[src/rtl/hazard_scoreboard_if.sv]
// -----------------------------------------------------------------------------
// hazard_scoreboard_if
//
// This interface bundles every signal between the hazard scoreboard and the
// pipeline control. The clock and reset are not part of it.
//
// Decode side (pipeline -> scoreboard):
//   valid_de, rs1_de, rs2_de, rs1_use_de, rs2_use_de, rd_de, RUWr_de, load_de
// Resolution / memory (pipeline -> scoreboard):
//   br_taken_ex, mem_ready
// Hazard controls (scoreboard -> pipeline registers):
//   stall_fe, stall_de, flush_de, freeze
// Stage destinations (scoreboard -> forwarding unit / control):
//   rd_ex, load_ex, rd_me, RUWr_me, rd_wb, RUWr_wb
// Statistics (scoreboard -> observer), present only with HAZARD_STATS_EN:
//   stall_cnt
//
// Modports:
//   master : the pipeline side, which drives decode and memory status
//   slave  : the scoreboard side
// -----------------------------------------------------------------------------
interface hazard_scoreboard_if #(
    parameter int REG_W = 5
`ifdef HAZARD_STATS_EN
    ,
    parameter int CNT_W = 16
`endif
);
    logic             valid_de;
    logic [REG_W-1:0] rs1_de;
    logic [REG_W-1:0] rs2_de;
    logic             rs1_use_de;
    logic             rs2_use_de;
    logic [REG_W-1:0] rd_de;
    logic             RUWr_de;
    logic             load_de;
    logic             br_taken_ex;
    logic             mem_ready;

    logic             stall_fe;
    logic             stall_de;
    logic             flush_de;
    logic             freeze;
    logic [REG_W-1:0] rd_ex;
    logic             load_ex;
    logic [REG_W-1:0] rd_me;
    logic             RUWr_me;
    logic [REG_W-1:0] rd_wb;
    logic             RUWr_wb;
`ifdef HAZARD_STATS_EN
    logic [CNT_W-1:0] stall_cnt;
`endif

    modport master (
        output valid_de, rs1_de, rs2_de, rs1_use_de, rs2_use_de,
               rd_de, RUWr_de, load_de, br_taken_ex, mem_ready,
        input  stall_fe, stall_de, flush_de, freeze,
               rd_ex, load_ex, rd_me, RUWr_me, rd_wb, RUWr_wb
`ifdef HAZARD_STATS_EN
               , stall_cnt
`endif
    );

    modport slave (
        input  valid_de, rs1_de, rs2_de, rs1_use_de, rs2_use_de,
               rd_de, RUWr_de, load_de, br_taken_ex, mem_ready,
        output stall_fe, stall_de, flush_de, freeze,
               rd_ex, load_ex, rd_me, RUWr_me, rd_wb, RUWr_wb
`ifdef HAZARD_STATS_EN
               , stall_cnt
`endif
    );
endinterface

[src/rtl/hazard_scoreboard.sv]
// -----------------------------------------------------------------------------
// hazard_scoreboard
//
// This module tracks the destination register of the instruction in each of
// the EX, ME and WB stages of the 5-stage RISC-V pipeline. It generates the
// hazards that the forwarding unit cannot resolve:
//   - load-use stall : a decode instruction reads the register that a load in
//                      EX is about to write. The stall is one cycle, and FU
//                      then forwards the value from ME.
//   - taken-branch flush : kills the instruction in IF-DE, and EX gets a bubble.
//   - memory freeze : every pipeline register holds while data memory is busy.
// The priority order is freeze > flush > load-use stall.
//
// Ports:
//   clk  : rising-edge clock
//   rst  : synchronous active-high reset. It clears every stage entry. While
//          it is asserted, all hazard outputs are forced low.
//   bus  : hazard_scoreboard_if.slave (the decode inputs, the hazard controls
//          and the stage destinations)
//
// Optional feature: define HAZARD_STATS_EN to add the parameter CNT_W and the
// saturating stall_cnt output. stall_cnt counts the cycles that have stall_de
// or freeze asserted.
// -----------------------------------------------------------------------------
module hazard_scoreboard #(
    parameter int REG_W = 5
`ifdef HAZARD_STATS_EN
    ,
    parameter int CNT_W = 16
`endif
) (
    input  logic                clk,
    input  logic                rst,
    hazard_scoreboard_if.slave  bus
);

    // Each stage entry stores its flags already masked by the valid bit, and
    // stores rd as 0 for an invalid entry. With this encoding the outputs come
    // straight from the flops, and no separate valid bit has to be kept.
    logic [REG_W-1:0] ex_rd;
    logic             ex_wr;
    logic             ex_ld;
    logic [REG_W-1:0] me_rd;
    logic             me_wr;
    logic [REG_W-1:0] wb_rd;
    logic             wb_wr;

    logic src1_hit;
    logic src2_hit;
    logic load_use;
    logic freeze_c;
    logic flush_c;
    logic stall_c;

    // ---- Hazard detection (combinational, same cycle) ----
    always_comb begin
        src1_hit = bus.rs1_use_de && (bus.rs1_de == ex_rd);
        src2_hit = bus.rs2_use_de && (bus.rs2_de == ex_rd);
        // A zero index in EX means either x0 or an invalid entry, so x0 can
        // never produce a hazard.
        load_use = ex_ld && ex_wr && (ex_rd != '0) && bus.valid_de
                   && (src1_hit || src2_hit);

        freeze_c = !rst && !bus.mem_ready;
        flush_c  = !rst && bus.br_taken_ex && bus.mem_ready;
        stall_c  = !rst && load_use && !bus.br_taken_ex && bus.mem_ready;
    end

    assign bus.freeze   = freeze_c;
    assign bus.flush_de = flush_c;
    assign bus.stall_de = stall_c;
    assign bus.stall_fe = stall_c;

    // ---- Stage entries: DE -> EX -> ME -> WB ----
    // A freeze holds every entry. While the entries hold, a pending load-use
    // condition stays visible, and the stall asserts in the first cycle after
    // mem_ready returns.
    always_ff @(posedge clk) begin
        if (rst) begin
            ex_rd <= '0;
            ex_wr <= 1'b0;
            ex_ld <= 1'b0;
            me_rd <= '0;
            me_wr <= 1'b0;
            wb_rd <= '0;
            wb_wr <= 1'b0;
        end else if (!freeze_c) begin
            wb_rd <= me_rd;
            wb_wr <= me_wr;
            me_rd <= ex_rd;
            me_wr <= ex_wr;
            if (flush_c || stall_c || !bus.valid_de) begin
                ex_rd <= '0;
                ex_wr <= 1'b0;
                ex_ld <= 1'b0;
            end else begin
                ex_rd <= bus.rd_de;
                ex_wr <= bus.RUWr_de;
                ex_ld <= bus.load_de;
            end
        end
    end

    assign bus.rd_ex   = ex_rd;
    assign bus.load_ex = ex_ld;
    assign bus.rd_me   = me_rd;
    assign bus.RUWr_me = me_wr;
    assign bus.rd_wb   = wb_rd;
    assign bus.RUWr_wb = wb_wr;

`ifdef HAZARD_STATS_EN
    // ---- Stall statistics ----
    logic [CNT_W-1:0] stall_cnt_q;

    function automatic logic [CNT_W-1:0] sat_inc(input logic [CNT_W-1:0] v);
        return (&v) ? v : v + CNT_W'(1);
    endfunction

    always_ff @(posedge clk) begin
        if (rst) begin
            stall_cnt_q <= '0;
        end else if (stall_c || freeze_c) begin
            stall_cnt_q <= sat_inc(stall_cnt_q);
        end
    end

    assign bus.stall_cnt = stall_cnt_q;
`endif

endmodule

[src/flat_wrapper.sv]
// flat-port wrapper written by rule: the top's interface ports become plain ports
module hazard_scoreboard_flat 
#(
    parameter int REG_W = 5

)
  (clk, rst, bus_valid_de, bus_rs1_de, bus_rs2_de, bus_rs1_use_de, bus_rs2_use_de, bus_rd_de, bus_RUWr_de, bus_load_de, bus_br_taken_ex, bus_mem_ready, bus_stall_fe, bus_stall_de, bus_flush_de, bus_freeze, bus_rd_ex, bus_load_ex, bus_rd_me, bus_RUWr_me, bus_rd_wb, bus_RUWr_wb);
  hazard_scoreboard_if #(.REG_W(REG_W)) bus_i ();
  input  logic clk;
  input  logic rst;
  input wire logic [$bits(bus_i.valid_de)-1:0] bus_valid_de;
  input wire logic [$bits(bus_i.rs1_de)-1:0] bus_rs1_de;
  input wire logic [$bits(bus_i.rs2_de)-1:0] bus_rs2_de;
  input wire logic [$bits(bus_i.rs1_use_de)-1:0] bus_rs1_use_de;
  input wire logic [$bits(bus_i.rs2_use_de)-1:0] bus_rs2_use_de;
  input wire logic [$bits(bus_i.rd_de)-1:0] bus_rd_de;
  input wire logic [$bits(bus_i.RUWr_de)-1:0] bus_RUWr_de;
  input wire logic [$bits(bus_i.load_de)-1:0] bus_load_de;
  input wire logic [$bits(bus_i.br_taken_ex)-1:0] bus_br_taken_ex;
  input wire logic [$bits(bus_i.mem_ready)-1:0] bus_mem_ready;
  output wire logic [$bits(bus_i.stall_fe)-1:0] bus_stall_fe;
  output wire logic [$bits(bus_i.stall_de)-1:0] bus_stall_de;
  output wire logic [$bits(bus_i.flush_de)-1:0] bus_flush_de;
  output wire logic [$bits(bus_i.freeze)-1:0] bus_freeze;
  output wire logic [$bits(bus_i.rd_ex)-1:0] bus_rd_ex;
  output wire logic [$bits(bus_i.load_ex)-1:0] bus_load_ex;
  output wire logic [$bits(bus_i.rd_me)-1:0] bus_rd_me;
  output wire logic [$bits(bus_i.RUWr_me)-1:0] bus_RUWr_me;
  output wire logic [$bits(bus_i.rd_wb)-1:0] bus_rd_wb;
  output wire logic [$bits(bus_i.RUWr_wb)-1:0] bus_RUWr_wb;
  assign bus_i.valid_de = bus_valid_de;
  assign bus_i.rs1_de = bus_rs1_de;
  assign bus_i.rs2_de = bus_rs2_de;
  assign bus_i.rs1_use_de = bus_rs1_use_de;
  assign bus_i.rs2_use_de = bus_rs2_use_de;
  assign bus_i.rd_de = bus_rd_de;
  assign bus_i.RUWr_de = bus_RUWr_de;
  assign bus_i.load_de = bus_load_de;
  assign bus_i.br_taken_ex = bus_br_taken_ex;
  assign bus_i.mem_ready = bus_mem_ready;
  assign bus_stall_fe = bus_i.stall_fe;
  assign bus_stall_de = bus_i.stall_de;
  assign bus_flush_de = bus_i.flush_de;
  assign bus_freeze = bus_i.freeze;
  assign bus_rd_ex = bus_i.rd_ex;
  assign bus_load_ex = bus_i.load_ex;
  assign bus_rd_me = bus_i.rd_me;
  assign bus_RUWr_me = bus_i.RUWr_me;
  assign bus_rd_wb = bus_i.rd_wb;
  assign bus_RUWr_wb = bus_i.RUWr_wb;
  hazard_scoreboard #(.REG_W(REG_W)) u_core (.clk(clk), .rst(rst), .bus(bus_i));
endmodule
[config.mk]
export PLATFORM = sky130hd
export DESIGN_NAME = hazard_scoreboard_flat
export DESIGN_NICKNAME = d
export VERILOG_FILES = /design/src/rtl/hazard_scoreboard_if.sv /design/src/rtl/hazard_scoreboard.sv /design/src/flat_wrapper.sv
export SDC_FILE = /design/constraint.sdc
export NUM_CORES = 1
export LEC_CHECK = 0
export ABC_CLOCK_PERIOD_IN_PS = 3000
export BUFFER_PORTS_ARGS = -buffer_cell sky130_fd_sc_hd__clkbuf_2
export CAP_MARGIN = 20
export CORE_MARGIN = 4
export CORE_UTILIZATION = 30
export DETAILED_ROUTE_END_ITERATION = 7
export GPL_TIMING_DRIVEN = 0
export PLACE_DENSITY = 0.62
export SLEW_MARGIN = 20
export SYNTH_ARGS = -nofsm -noshare
export SYNTH_HDL_FRONTEND = slang
export SYNTH_SLANG_ARGS = --single-unit
[constraint.sdc]
create_clock -name clk -period 3 [get_ports clk]
set_input_delay 0.15 -clock clk [delete_from_list [all_inputs] [get_ports clk]]
set_output_delay 0.15 -clock clk [all_outputs]
set_load 0.05 [all_outputs]
==> results of run 1 <==
## report_power, final
part	switching, mW	internal [mW]	total (mW)
combinational	0.0569	0.0369	0.0939
clock	0.0747	0.0517	0.126
sequential	0.0112	0.259	0.270
total	0.143	0.348	0.491
## tightest hold or removal path, delay by kind of cell
kind | cells | cell delay [ns]
and+or+nand+nor | 1 | 0.04
buffers and inverters | 1 | 0.09
AOI/OAI and AO/OA | 1 | 0.06
## cells by family (layout without fill, tap and decap cells)
family | Yosys count | after routing | synth area share [%]
flops | 19 | 19 | 43.4
compound gates | 16 | 16 | 14.1
mux | 12 | 12 | 13.7
simple gates | 28 | 28 | 15.5
buf+inv | 6 | 54 | 3.28
xor+xnor | 10 | 10 | 9.99
## flip-flops by register name (all words and copies together) (netlist names)
name / cells
u_core.bus.RUWr_wb: 1
u_core.bus.rd_wb: 5
u_core.bus.RUWr_me: 1
u_core.bus.load_ex: 1
u_core.ex_wr: 1
u_core.bus.rd_ex: 5
u_core.bus.rd_me: 5
## layout by cell type (no fill, tap or decap), types with 2 or more instances in the layout
| master | netlist | routed |
|---|---|---|
| nand4_1 | 2 | 2 |
| mux2i_1 | 12 | 12 |
| xnor2_1 | 10 | 10 |
| clkbuf_1 | 2 | 3 |
| nor2_1 | 12 | 12 |
| buf_2 | 2 | 2 |
| nand2_1 | 9 | 9 |
| dfxtp_1 | 19 | 19 |
| clkbuf_4 | 0 | 3 |
| o21ai_0 | 6 | 6 |
| a32oi_1 | 7 | 7 |
| clkbuf_2 | 0 | 44 |
## area by class of cell
cell class | count | area (sq um)
fill | 283 | 1620
multi-input combinational | 66 | 468
tap | 31 | 38.8
clock buffer | 4 | 26.3
inverter | 1 | 3.75
sequential | 19 | 380
timing repair buffer | 44 | 220
buffer | 5 | 25.0
## through the flow
step	hold WS, ns	power [mW]	setup slack, ns	instances	util (%)
4_1_cts	0.0714	0.500	0.590	170	41.8
5_1_grt	0.0894	0.518	0.428	170	41.8
6_report	0.0882	0.491	0.634	170	41.8
3_5_place_dp	0.405	0.371	0.939	166	40.8
2_1_floorplan	0.222	0.337	0.660	91	-
3_3_place_gp	0.389	0.369	0.974	166	40.8
## final timing paths
check                      start  depth (start not counted)                   to  slack [ns]
max reg2reg  u_core.bus.rd_ex[2]                          4  u_core.bus.rd_ex[0]        1.38
min reg2reg  u_core.bus.rd_wb[3]                          2  u_core.bus.rd_wb[3]        0.50
max          u_core.bus.rd_ex[2]                          6         bus_stall_fe        0.63
min                 bus_rd_de[2]                          3  u_core.bus.rd_ex[2]        0.09
## metal layers
metal / wire length, um / GRT usage (%)
met1: 1050 / 16.0
met2: 1130 / 22.0
met3: 147 / 2.07
met4: 19 / 6.36
met5: 0 / 0
==> results_dict.tcl, run 1 <==
set metrics [dict create \
    status "finished clean" \
    drc_errors 0 \
    fin_setup_tns_ns 0 \
    track_usage_pct 13.0 \
    dp_hpwl_um 1870 \
    io_pins 46 \
    worst_pin_slew_ns 0.561 \
    port_buffers 44 \
    p_leak_nw 0.543 \
    max_cap_violations 0 \
    synthArstFlopShare_pct 0 \
    placed_area_sq_mm 0.00114 \
    htree_levels 1 \
    period_needed_ns 2.37 \
    synth_edf_count 0 \
    power.density_mw_per_mm2 422 \
    yosys-top-cells-area "dfxtp_1 (43%), mux2i_1 (14%), xnor2_1 (10%)" \
    min_path_type "input pin to flop" \
    drtIter0Drc 10 \
    detail-route-antenna-nets 0 \
    clock_skew_ns 0.00936 \
    die_width_um 62.1 \
    clk_pin_slew_worst_paths_ns 0.11 \
    cts_num_sinks 19 \
    max_freq_mhz 423 \
    wl_per_cell_um 13.8 \
    cp_num_buf_inv 2 \
    min_period_over_period_pct 78.9 \
    synth_seq_cells 19 \
    antenna_found_initial 0 \
    path_cells "xnor2_1 -> nand4_1 -> o22ai_1 -> and3_1 -> buf_4 -> clkbuf_2" \
    vias 823 \
    syn-num-nets 115 \
    end_kind "primary output" \
    dieArea_sq_mm 0.00385 \
    cts_tree "yes" \
    area_growth_pct 32.5 \
    setup_viol 0 \
    hold_viol_final 0 \
    via_per_inst 4.84 \
    worst_setup_path_start_kind "flop" \
    yosysSeqAreaShare_pct 43.4 \
    slew-limit-headroom_pct 62.6 \
    synthCells 91 \
    grt_pass1_wl_um 3660 \
    rsz0062_at_grt "false" \
    cp_max_fo 8 \
    grt-ovfl-total 0 \
    ys_warn_count 0 \
    synth_most_common_cell "dfxtp_1" \
    clock_path_buffers 2 \
    row_count 19 \
    fp.dieH_um 62.1 \
    place_congestion 0.772 \
    grt_pass1_vias 832 \
    crit_required_ns 2.85 \
    layout-drive-gt1-share_pct 38.8 \
    antenna_cells 0 \
    wl_um 2350 \
    cts_made_buffers 3 \
    synth_common_cells "dfxtp_1 (19), mux2i_1 (12), nor2_1 (12)" \
    ys_types 20 \
    grt_max_degree 11 \
    cts_root_buf "clkbuf_4" \
    syn_avg_cell_area_sq_um 9.64 \
    design_area_sq_mm 0.00116 \
    yosysTopAreaCell "dfxtp_1" \
    synth_ff_type "dfxtp_1" \
    cts_setup_buffers 0 \
    vdd_drop_max_mv 0.202 \
    start_util_pct 31.5 \
    finalNetCount 164 \
    critPathSlowestCell "dfxtp_1" \
    first_pass_iters 3 \
    ctsResizeCount 0 \
    critPathTopFamily "flip-flops" \
    cts_hold_buf 0 \
    clk_latency_ns 0.29 \
    drv_slew 0 \
    arrival_ns 2.22 \
    crit_type "flop to primary output" \
    slowest_delay_ns 0.54 \
    syn_area_sq_um 877 \
    synth_top_cell_area_share_pct 43.4 \
    core-area_sq_mm 0.00278 \
]
(Power assumes the default switching activity.)
==> run 2: changes to the inputs <==
Settings changed: ABC_CLOCK_PERIOD_IN_PS 3000 to 2000, PLACE_DENSITY 0.62 to 0.64.
Clock period 3 ns to 2 ns, I/O delays scaled along.
==> run 2 against run 1 <==
Clock power grew 50%. Global-route usage grew 0.15 points. Sequential cell count is the same. Largest cell class unchanged.
==> results_dict.tcl, run 2 (synthesized netlist as in run 1, its figures left out) <==
set metrics [dict create \
    rrSetupSlack_ns 0.39 \
    fp.dieH_um 62.1 \
    place_congestion 0.818 \
    layout-drive-gt1-share_pct 48.0 \
    max_freq_mhz 504 \
    placed_area_sq_mm 0.00114 \
    htree_levels 1 \
    first_pass_iters 4 \
    vdd_drop_max_mv 0.482 \
    design_area_sq_mm 0.00130 \
    min_path_type "input pin to flop" \
    cts_hold_buf 0 \
    vias 898 \
    crit_required_ns 1.90 \
    setup.worst_path.end "bus_stall_fe" \
    clk_latency_ns 0.29 \
    period_needed_ns 1.98 \
    rsz0062_at_grt "true" \
    drv_slew 0 \
    antenna_cells 0 \
    end_kind "primary output" \
    area_growth_pct 48.4 \
    worst_setup_path_start_kind "flop" \
    cts_made_buffers 3 \
    io_pins 46 \
    worst_pin_slew_ns 0.413 \
    max_cap_violations 0 \
    post-place-ws_ns 0.0896 \
    slowest_delay_ns 0.54 \
    grt_pass1_wl_um 3660 \
    via_per_inst 4.96 \
    track_usage_pct 13.2 \
    holdWs_ns 0.0302 \
    layout_setup_ws_ns 0.0164 \
    antenna_found_initial 0 \
    fin_util_pct 46.8 \
    wl_per_cell_um 13.4 \
    reg2reg_to "u_core.bus.rd_ex[1]" \
    status "finished clean" \
    start_util_pct 31.5 \
    dp.cells 166 \
    reg2reg_from "u_core.bus.rd_ex[3]" \
    fin_setup_tns_ns 0 \
    startpoint "u_core.bus.rd_ex[3]" \
    layout_common_cells "clkbuf_2 (42), dfxtp_1 (14), mux2i_1 (12), nor2_1 (12), buf_4 (11)" \
    clock_path_buffers 2 \
    grt_pass1_vias 878 \
    crit_type "flop to primary output" \
    grt_max_degree 11 \
    arrival_ns 1.88 \
    path_cells "or4_4 -> o211ai_4 -> inv_1 -> and3_4 -> buf_6 -> clkbuf_16" \
    hold_viol_final 0 \
    power.density_mw_per_mm2 577 \
    clock_skew_ns 0.00199 \
    finalNetCount 175 \
    dp_hpwl_um 1860 \
    setup_viol 0 \
    cts_num_sinks 19 \
    die_width_um 62.1 \
    critPathSlowestCell "or4_4" \
    drc_errors 0 \
    drtIter0Drc 27 \
    p_total_mw 0.750 \
    slew-limit-headroom_pct 72.5 \
    min_period_over_period_pct 99.2 \
    cts_root_buf "clkbuf_4" \
    grt-ovfl-total 0 \
    core-area_sq_mm 0.00278 \
    dieArea_sq_mm 0.00385 \
    fin_cells 181 \
    clk_pin_slew_worst_paths_ns 0.10 \
    r2r_cells 6 \
    cts_tree "yes" \
    cp_max_fo 3 \
    row_count 19 \
    final_common_cell "clkbuf_2" \
    p_leak_nw 0.607 \
    wl_um 2420 \
    detail-route-antenna-nets 0 \
    port_buffers 44 \
]
-- run 2: cell types whose count changed in the layout (fill, tap and decap cells not counted), moves of 2 or more --
cell and delta:
dfxtp_1 -5, buf_4 +10, dfxtp_4 +2, clkbuf_2 -2, dfxtp_2 +3
-- run 2: layout make-up --
class | instances | area (sq um)
clock buffers | 4 | 26.3
fillers | 291 | 1480
multi-input cells | 66 | 487
inverters | 1 | 3.75
plain buffers | 5 | 28.8
well taps | 31 | 38.8
repair buffers | 55 | 325
flip-flops and latches | 19 | 392
-- run 2: what timing repair did --
| item | in CTS | in global routing |
|---|---|---|
| pin swaps | 2 | 3 |
| resized for setup | 10 | 0 |
| endpoints found under the setup margin | 2 | 2 |
| buffers inserted | 9 | 2 |
-- run 2: how the worst min path moves through the flow --
stage	start	to	slack [ns]	cells past startpoint
3_3_place_gp	bus_rd_de[3]	u_core.bus.rd_ex[3]	0.33	3
2_1_floorplan	rst	u_core.bus.rd_me[2]	0.17	1
4_1_cts	bus_rd_de[3]	u_core.bus.rd_ex[3]	0.02	3
3_5_place_dp	bus_rd_de[3]	u_core.bus.rd_ex[3]	0.34	3
5_1_grt	bus_rd_de[3]	u_core.bus.rd_ex[3]	0.005	3
6_report	bus_rd_de[3]	u_core.bus.rd_ex[3]	0.03	3
-- run 2: worst max-delay path, delay by kind of cell, from the launching register on --
kind                   cells  cell delay, ns
and+or+nand+nor            2            0.72
DFF                        1            0.36
buffers and inverters      3            0.33
AOI/OAI and AO/OA          1            0.18
-- run 2: per-layer routing --
metal | global-route usage, % | vias up | part of all wire (%)
met2 | 22.0 | 31 | 48
met1 | 16.1 | 420 | 44
met3 | 3.10 | 4 | 7.1
met4 | 5.76 | 0 | 1.2
li1 | - | 443 | -
met5 | 0 | - | 0
-- run 2: report_power, final --
part           internal [mW]  switching (mW)
sequential             0.388          0.0138
clock                 0.0776           0.112
combinational         0.0655          0.0935
total                  0.531           0.219
